`src/rtl/lcd_source_sel_if.sv`:
```
// Pixel-path bundle between the LCD pixel generators, lcd_source_sel and dmg_lcd_ctl.
// The master drives coordinates, source pixels and sync inputs; the slave is the selector.
interface lcd_source_sel_if;
    logic        rpi_vsync;
    logic        newframe;
    logic        force_startup;
    logic [8:0]  lcd_xpos;
    logic [7:0]  lcd_ypos;
    logic [1:0]  ss_data;
    logic [1:0]  vram_data;
    logic [15:0] vram_rd_ad;
    logic [1:0]  pix_out;
    logic        live;

    modport master (
        output rpi_vsync, newframe, force_startup, lcd_xpos, lcd_ypos, ss_data, vram_data,
        input  vram_rd_ad, pix_out, live
    );

    modport slave (
        input  rpi_vsync, newframe, force_startup, lcd_xpos, lcd_ypos, ss_data, vram_data,
        output vram_rd_ad, pix_out, live
    );
endinterface

```
`src/rtl/lcd_source_sel.sv`:
```
// Frame-synchronous startup-screen / VRAM pixel source selector driven by rpi_vsync lock.
// Optional macro LCD_SOURCE_SEL_BLANK_EN inserts one blank frame on every source change.
module lcd_source_sel #(
    parameter int VSYNC_TIMEOUT = 400000,
    parameter int LOCK_FRAMES   = 4,
    parameter int VRAM_LAT      = 1
) (
    input  logic          clk_8m,
    input  logic          rst_n,
    lcd_source_sel_if.slave bus
);

    localparam int             TW       = $clog2(VSYNC_TIMEOUT + 1);
    localparam logic [TW-1:0]  TO_MAX   = TW'(VSYNC_TIMEOUT);
    localparam logic [3:0]     LOCK_MAX = 4'(LOCK_FRAMES);

    typedef enum logic [2:0] {
        STARTUP  = 3'd0,
        ARMING   = 3'd1,
        PENDING  = 3'd2,
        LIVE     = 3'd3,
        DROPPING = 3'd4,
        BLANK    = 3'd5
    } state_t;

    state_t          state_r;
    logic [2:0]      sync_r;
    logic [TW-1:0]   to_cnt_r;
    logic [3:0]      lock_r;
    logic [1:0]      ss_pipe_r [VRAM_LAT];
    logic [1:0]      pix_r;
    logic            live_r;
    logic            edge_s;
    logic            lost_s;
`ifdef LCD_SOURCE_SEL_BLANK_EN
    logic            blank_to_live_r;
`endif

    // sync_r[1] is the synchronized level, sync_r[2] its previous value
    assign edge_s = sync_r[1] & ~sync_r[2];
    // an edge arriving together with the timeout wins
    assign lost_s = (to_cnt_r == TO_MAX) & ~edge_s;

    assign bus.vram_rd_ad = {bus.lcd_ypos, bus.lcd_xpos[7:0]};
    assign bus.pix_out    = pix_r;
    assign bus.live       = live_r;

    // vsync synchronizer and saturating loss timer
    always_ff @(posedge clk_8m or negedge rst_n) begin
        if (!rst_n) begin
            sync_r   <= 3'b000;
            to_cnt_r <= '0;
        end else begin
            sync_r <= {sync_r[1:0], bus.rpi_vsync};
            if (edge_s) begin
                to_cnt_r <= '0;
            end else if (to_cnt_r != TO_MAX) begin
                to_cnt_r <= to_cnt_r + TW'(1);
            end else begin
                to_cnt_r <= to_cnt_r;
            end
        end
    end

    // startup-screen delay line matching the VRAM read latency
    always_ff @(posedge clk_8m or negedge rst_n) begin
        if (!rst_n) begin
            for (int i = 0; i < VRAM_LAT; i++) ss_pipe_r[i] <= 2'b00;
        end else begin
            ss_pipe_r[0] <= bus.ss_data;
            for (int i = 1; i < VRAM_LAT; i++) ss_pipe_r[i] <= ss_pipe_r[i-1];
        end
    end

    // source selection FSM with registered pixel and live outputs
    always_ff @(posedge clk_8m or negedge rst_n) begin
        if (!rst_n) begin
            state_r <= STARTUP;
            lock_r  <= 4'd0;
            pix_r   <= 2'b00;
            live_r  <= 1'b0;
`ifdef LCD_SOURCE_SEL_BLANK_EN
            blank_to_live_r <= 1'b0;
`endif
        end else begin
            if (state_r == LIVE || state_r == DROPPING) begin
                pix_r  <= bus.vram_data;
                live_r <= 1'b1;
            end else if (state_r == BLANK) begin
                pix_r  <= 2'b00;
                live_r <= 1'b0;
            end else begin
                pix_r  <= ss_pipe_r[VRAM_LAT-1];
                live_r <= 1'b0;
            end

            case (state_r)
                STARTUP: begin
                    // the arming edge is itself the first locked frame
                    if (edge_s && !bus.force_startup) begin
                        state_r <= ARMING;
                        lock_r  <= 4'd1;
                    end else begin
                        state_r <= STARTUP;
                        lock_r  <= 4'd0;
                    end
                end
                ARMING: begin
                    if (lost_s || bus.force_startup) begin
                        state_r <= STARTUP;
                    end else if (lock_r == LOCK_MAX) begin
                        state_r <= PENDING;
                    end else begin
                        state_r <= ARMING;
                    end
                    if (edge_s) begin
                        lock_r <= lock_r + 4'd1;
                    end else begin
                        lock_r <= lock_r;
                    end
                end
                PENDING: begin
                    if (lost_s || bus.force_startup) begin
                        state_r <= STARTUP;
                    end else if (bus.newframe) begin
`ifdef LCD_SOURCE_SEL_BLANK_EN
                        state_r         <= BLANK;
                        blank_to_live_r <= 1'b1;
`else
                        state_r <= LIVE;
`endif
                    end else begin
                        state_r <= PENDING;
                    end
                end
                LIVE: begin
                    if (lost_s || bus.force_startup) begin
                        state_r <= DROPPING;
                    end else begin
                        state_r <= LIVE;
                    end
                end
                DROPPING: begin
                    if (bus.newframe) begin
`ifdef LCD_SOURCE_SEL_BLANK_EN
                        state_r         <= BLANK;
                        blank_to_live_r <= 1'b0;
`else
                        state_r <= STARTUP;
`endif
                    end else if (edge_s && !bus.force_startup) begin
                        state_r <= LIVE;
                    end else begin
                        state_r <= DROPPING;
                    end
                end
`ifdef LCD_SOURCE_SEL_BLANK_EN
                BLANK: begin
                    if (bus.newframe) begin
                        state_r <= blank_to_live_r ? LIVE : STARTUP;
                    end else begin
                        state_r <= BLANK;
                    end
                end
`endif
                default: begin
                    state_r <= STARTUP;
                end
            endcase
        end
    end

endmodule

```
`src/flat_wrapper.sv`:
```
// flat-port wrapper written by rule: the top's interface ports become plain ports
module lcd_source_sel_flat 
#(
    parameter int VSYNC_TIMEOUT = 400000,
    parameter int LOCK_FRAMES   = 4,
    parameter int VRAM_LAT      = 1
)
  (clk_8m, rst_n, bus_rpi_vsync, bus_newframe, bus_force_startup, bus_lcd_xpos, bus_lcd_ypos, bus_ss_data, bus_vram_data, bus_vram_rd_ad, bus_pix_out, bus_live);
  lcd_source_sel_if bus_i ();
  input  logic clk_8m;
  input  logic rst_n;
  input wire logic [$bits(bus_i.rpi_vsync)-1:0] bus_rpi_vsync;
  input wire logic [$bits(bus_i.newframe)-1:0] bus_newframe;
  input wire logic [$bits(bus_i.force_startup)-1:0] bus_force_startup;
  input wire logic [$bits(bus_i.lcd_xpos)-1:0] bus_lcd_xpos;
  input wire logic [$bits(bus_i.lcd_ypos)-1:0] bus_lcd_ypos;
  input wire logic [$bits(bus_i.ss_data)-1:0] bus_ss_data;
  input wire logic [$bits(bus_i.vram_data)-1:0] bus_vram_data;
  output wire logic [$bits(bus_i.vram_rd_ad)-1:0] bus_vram_rd_ad;
  output wire logic [$bits(bus_i.pix_out)-1:0] bus_pix_out;
  output wire logic [$bits(bus_i.live)-1:0] bus_live;
  assign bus_i.rpi_vsync = bus_rpi_vsync;
  assign bus_i.newframe = bus_newframe;
  assign bus_i.force_startup = bus_force_startup;
  assign bus_i.lcd_xpos = bus_lcd_xpos;
  assign bus_i.lcd_ypos = bus_lcd_ypos;
  assign bus_i.ss_data = bus_ss_data;
  assign bus_i.vram_data = bus_vram_data;
  assign bus_vram_rd_ad = bus_i.vram_rd_ad;
  assign bus_pix_out = bus_i.pix_out;
  assign bus_live = bus_i.live;
  lcd_source_sel #(.VSYNC_TIMEOUT(VSYNC_TIMEOUT), .LOCK_FRAMES(LOCK_FRAMES), .VRAM_LAT(VRAM_LAT)) u_core (.clk_8m(clk_8m), .rst_n(rst_n), .bus(bus_i));
endmodule
```
`config.mk`:
```
export PLATFORM = sky130hd
export DESIGN_NAME = lcd_source_sel_flat
export DESIGN_NICKNAME = d
export VERILOG_FILES = /design/src/rtl/lcd_source_sel_if.sv /design/src/rtl/lcd_source_sel.sv /design/src/flat_wrapper.sv
export SDC_FILE = /design/constraint.sdc
export NUM_CORES = 1
export LEC_CHECK = 0
export ABC_AREA = 1
export ABC_CLOCK_PERIOD_IN_PS = 1530
export BUFFER_PORTS_ARGS = -buffer_cell sky130_fd_sc_hd__buf_2
export CORE_MARGIN = 8
export CORE_UTILIZATION = 45
export DETAILED_ROUTE_END_ITERATION = 8
export GPL_TIMING_DRIVEN = 0
export PLACE_DENSITY = 0.69
export REMOVE_ABC_BUFFERS = 1
export SYNTH_ARGS = -nofsm -noshare
export SYNTH_HDL_FRONTEND = slang
export SYNTH_SLANG_ARGS = --single-unit
```
`constraint.sdc`:
```
create_clock -name clk_8m -period 1.53 [get_ports clk_8m]
set_input_delay 0.0765 -clock clk_8m [delete_from_list [all_inputs] [get_ports clk_8m]]
set_output_delay 0.0765 -clock clk_8m [all_outputs]
set_load 0.1 [all_outputs]
```
==> impl_results.md <==
* Status: finished with violations
* Failing checks: setup timing
* Max frequency at 631 MHz
* Antenna Nets Post-Route at 0
* Final Power at 2.41 mW
* Setup ws final at -0.0548 ns
* RePlAce Congestion at 0.831
* Critical Path RT at 1.71 ns
* FF-to-FF Start: u_core.to_cnt_r[0]$_DFFE_PN0N_
* Total GRT Usage at 13.0%
* Total grt overflow at 0
* Synth top area cells: dfrtp_1 45%, buf_4 6.3%, inv_1 6.1%, nor2_1 5.9%, nand2_1 5.7%
* Area Overhead vs Synth at 19.4%
* Largest net degree at the start of global routing at 35
* Vias/cell at 5.07
* Share of layout cells above drive strength 1 at roughly a quarter
* Slew margin rel. at between 50 and 60%
* H-tree lvl count at 2
* CP peak stage delay at 0.45 ns
* Clk sinks at 34
* Clock Skew at 0.00716 ns
* Clock buffer depth at 2
* Synth Cell Area at 1910 sq um
* Yosys cell types at 27
* Critical path class: register to register
* Drt drc at 0
* Fraction of the mapped netlist area in simple logic gates at 28.3%
* Adder-Cell Fraction of Synth Area at between 2 and 3%
* Wire per inst at 13.0 microns
* DR vias at 1546
* Final Net Count at between 200 and 300
* RSZ-0062 raised after global routing: yes
* P_leak at 1.06 nW
* Cell count after synthesis at 236
* Die Y at 81.2 microns
* Die ar. at 6590 sq um
* Area leader, netlist: dfrtp_1
* P per Cell Area at 1060 nW/um^2
* Synth top area share at 44.5%
* Period utilisation layout at 104%
* Setup violators final at 3
* Crit path capture: u_core.to_cnt_r[0]$_DFFE_PN0N_
* Sum of buffers and inverters on the critical path at 2
* Clk Latency, worst-skew pair at 0.29 ns
* CORE AREA at 4060 sq um
* Core Util, Final at a little under three fifths
* Antenna cells at 0
* Clock root buffer: clkbuf_8
* Maximum VDD drop at 372 uV
* Worst slew pin tran at 0.745 ns
* Initial core utilization at a little under half
* DR iter-0 viols at 101
* First-pass GRT wire length at ~6.6 mm
* Final hold slack at 0.128 ns
* Critical path endpoint category: register
* Initial antenna violation count at 0
* Reg-to-Reg End: u_core.to_cnt_r[0]$_DFFE_PN0N_
* CP top delay family: simple AND/OR/NAND/NOR gates
* TritonCTS clock tree: yes
* Compound-cell area share of the yosys netlist at roughly 8.6%
* WL final at 3.97 mm
* CP max-delay cell: dfrtp_2
* Startpoint Class: register
* CP arrival at around 1.8 ns
* Worst Setup SP: u_core.to_cnt_r[0]$_DFFE_PN0N_
* R2R cell count at 9
* Hold crit path type: input port to register
* Worst reg2reg setup slack at -0.05 ns
* Register area share after synthesis at 44.5%
* Mapped Avg Cell Area at 8.10 sq um
* Placement Setup Slack at -0.0990 ns
* Critical path peak fanout at 4
* Max_cap viols at 0
* CP cell instances: inv_2 > ha_4 > inv_2 > nor3_2 > nand4_1 > nor3_2 > nand2_1 > nand3_1 > nand2_1
* Max-slew violations at 0
* Synth Area in XOR/XNOR at between 2 and 2.5%
* Io pins at 45
* Site Rows at 23
* TritonRoute pass-1 iters at 4
* Synthesis Warnings at 0
* DP HPWL at between 2 and 3 mm
* CTS Buf Count at 5
* Mux contribution to synthesized area at 0%
* Tmin final at around 1.6 ns
* Vias in the first global route at 1483
* Number of synthesized register bits at 34
* Largest family of logic cells by synthesized area: simple AND/OR/NAND/NOR gates
* Worst path depth at 9
* Die X at 81.2 microns
* Final hold violations at 0
* Port bufs at 11
* Clock-pin slew on the worst setup and hold paths at about 0.07 ns
## worst min path at each step
stage,end,slack (ns),start,cells after the start
after floorplan,u_core.bus.live$_DFF_PN0_,-0.22,rst_n,0
after global placement,bus_vram_rd_ad[10],0.15,bus_lcd_ypos[2],0
after detailed placement,bus_vram_rd_ad[10],0.15,bus_lcd_ypos[2],0
after CTS,u_core.state_r[1]$_DFF_PN0_,0.14,bus_force_startup,4
after global routing,bus_vram_rd_ad[12],0.15,bus_lcd_ypos[4],0
final,u_core.state_r[1]$_DFF_PN0_,0.13,bus_force_startup,4
## worst min-delay path, cell delays in order
cell	delay, ns
buf_2	0.09
nor2_2	0.05
nand2_1	0.08
nand3_1	0.07
## registers in the layout (all words and copies together), names as in the netlist
register	cells
u_core.bus.live	1
u_core.bus.pix_out	2
u_core.lock_r	4
u_core.ss_pipe_r	2
u_core.state_r	3
u_core.sync_r	3
u_core.to_cnt_r	19
## where the power goes
group          internal [mW]  switching [mW]  total [mW]
clock network          0.695           0.333        1.03
logic                  0.150           0.186       0.336
registers              0.959          0.0862        1.04
## cell usage after synthesis
cell / count
buf_4: 16
nand4_1: 7
a211oi_1: 1
nor2_4: 1
nand3_1: 20
o31ai_1: 1
a31oi_1: 1
o21ai_1: 1
inv_2: 4
o211ai_1: 1
nor3_4: 2
nor3_1: 12
or2_2: 1
nor2_1: 30
a21oi_1: 10
dfrtp_1: 34
nor2_2: 2
nand3b_1: 1
nand4_2: 1
o21ai_0: 16
inv_1: 31
xor2_1: 5
ha_1: 4
nand2_1: 29
nand2_2: 2
buf_6: 1
nand3_2: 2
## cell usage in the layout (no fill, tap or decap), types with 2 or more instances in the layout
cell type       n
xor2_1          5
nand2_1        27
dlygate4sd3_1   7
nand4_1         7
dfrtp_2         5
nor3_2          2
nand2_2         4
o21ai_1         3
inv_2           7
nor3_1         10
buf_4           9
a21oi_1        10
inv_1          27
nand3_1        17
ha_1            2
dfrtp_1        29
ha_4            2
nor2_4          2
nand3_2         4
nor2_2          4
o21ai_0        14
nor3_4          2
bufinv_16       2
buf_2          11
clkbuf_8        6
nor2_1         27
## logic make-up (layout without fill, tap and decap cells)
kind of cell    Yosys count  count (layout)
buf+inv                  52              71
fa+ha+maj                 4               4
xor+xnor                  5               5
compound gates           31              31
simple gates            110             110
flops                    34              34
## what timing repair did
| item | CTS | global route |
|---|---|---|
| resized for setup | 7 | 24 |
| buffers inserted | 5 | 5 |
| endpoints found under the hold margin | 40 | 0 |
| endpoints found under the setup margin | 6 | 17 |
| pin swaps | 6 | 12 |
| hold buffers | 7 | 0 |
## metal layers
layer | up-vias | GRT usage (%) | wire length (microns)
met3 | 5 | 4.19 | 229
met4 | 0 | 7.50 | 76
met1 | 715 | 16.0 | 1780
met2 | 36 | 19.3 | 1890
met5 | - | 2.31 | 0
li1 | 790 | - | -
## area by class of cell
cell class	instances	area [sq um]
repair buffers	28	204
multi-input cells	150	882
clock buffers	6	82.6
well taps	50	62.6
fillers	366	1780
flip-flops and latches	34	857
clock inverters	2	60.1
inverters	35	134
## per-stage QoR
step / instance area, sq um / std cells / TNS [ns]
2_1_floorplan: 1780 / 219 / 0
3_3_place_gp: 1900 / 280 / -0.262
3_5_place_dp: 1900 / 280 / -0.335
4_1_cts: 2170 / 300 / -0.116
5_1_grt: 2280 / 305 / -0.900
6_report: 2280 / 305 / -0.124
Note: power is estimated with default switching activity, not from simulation.
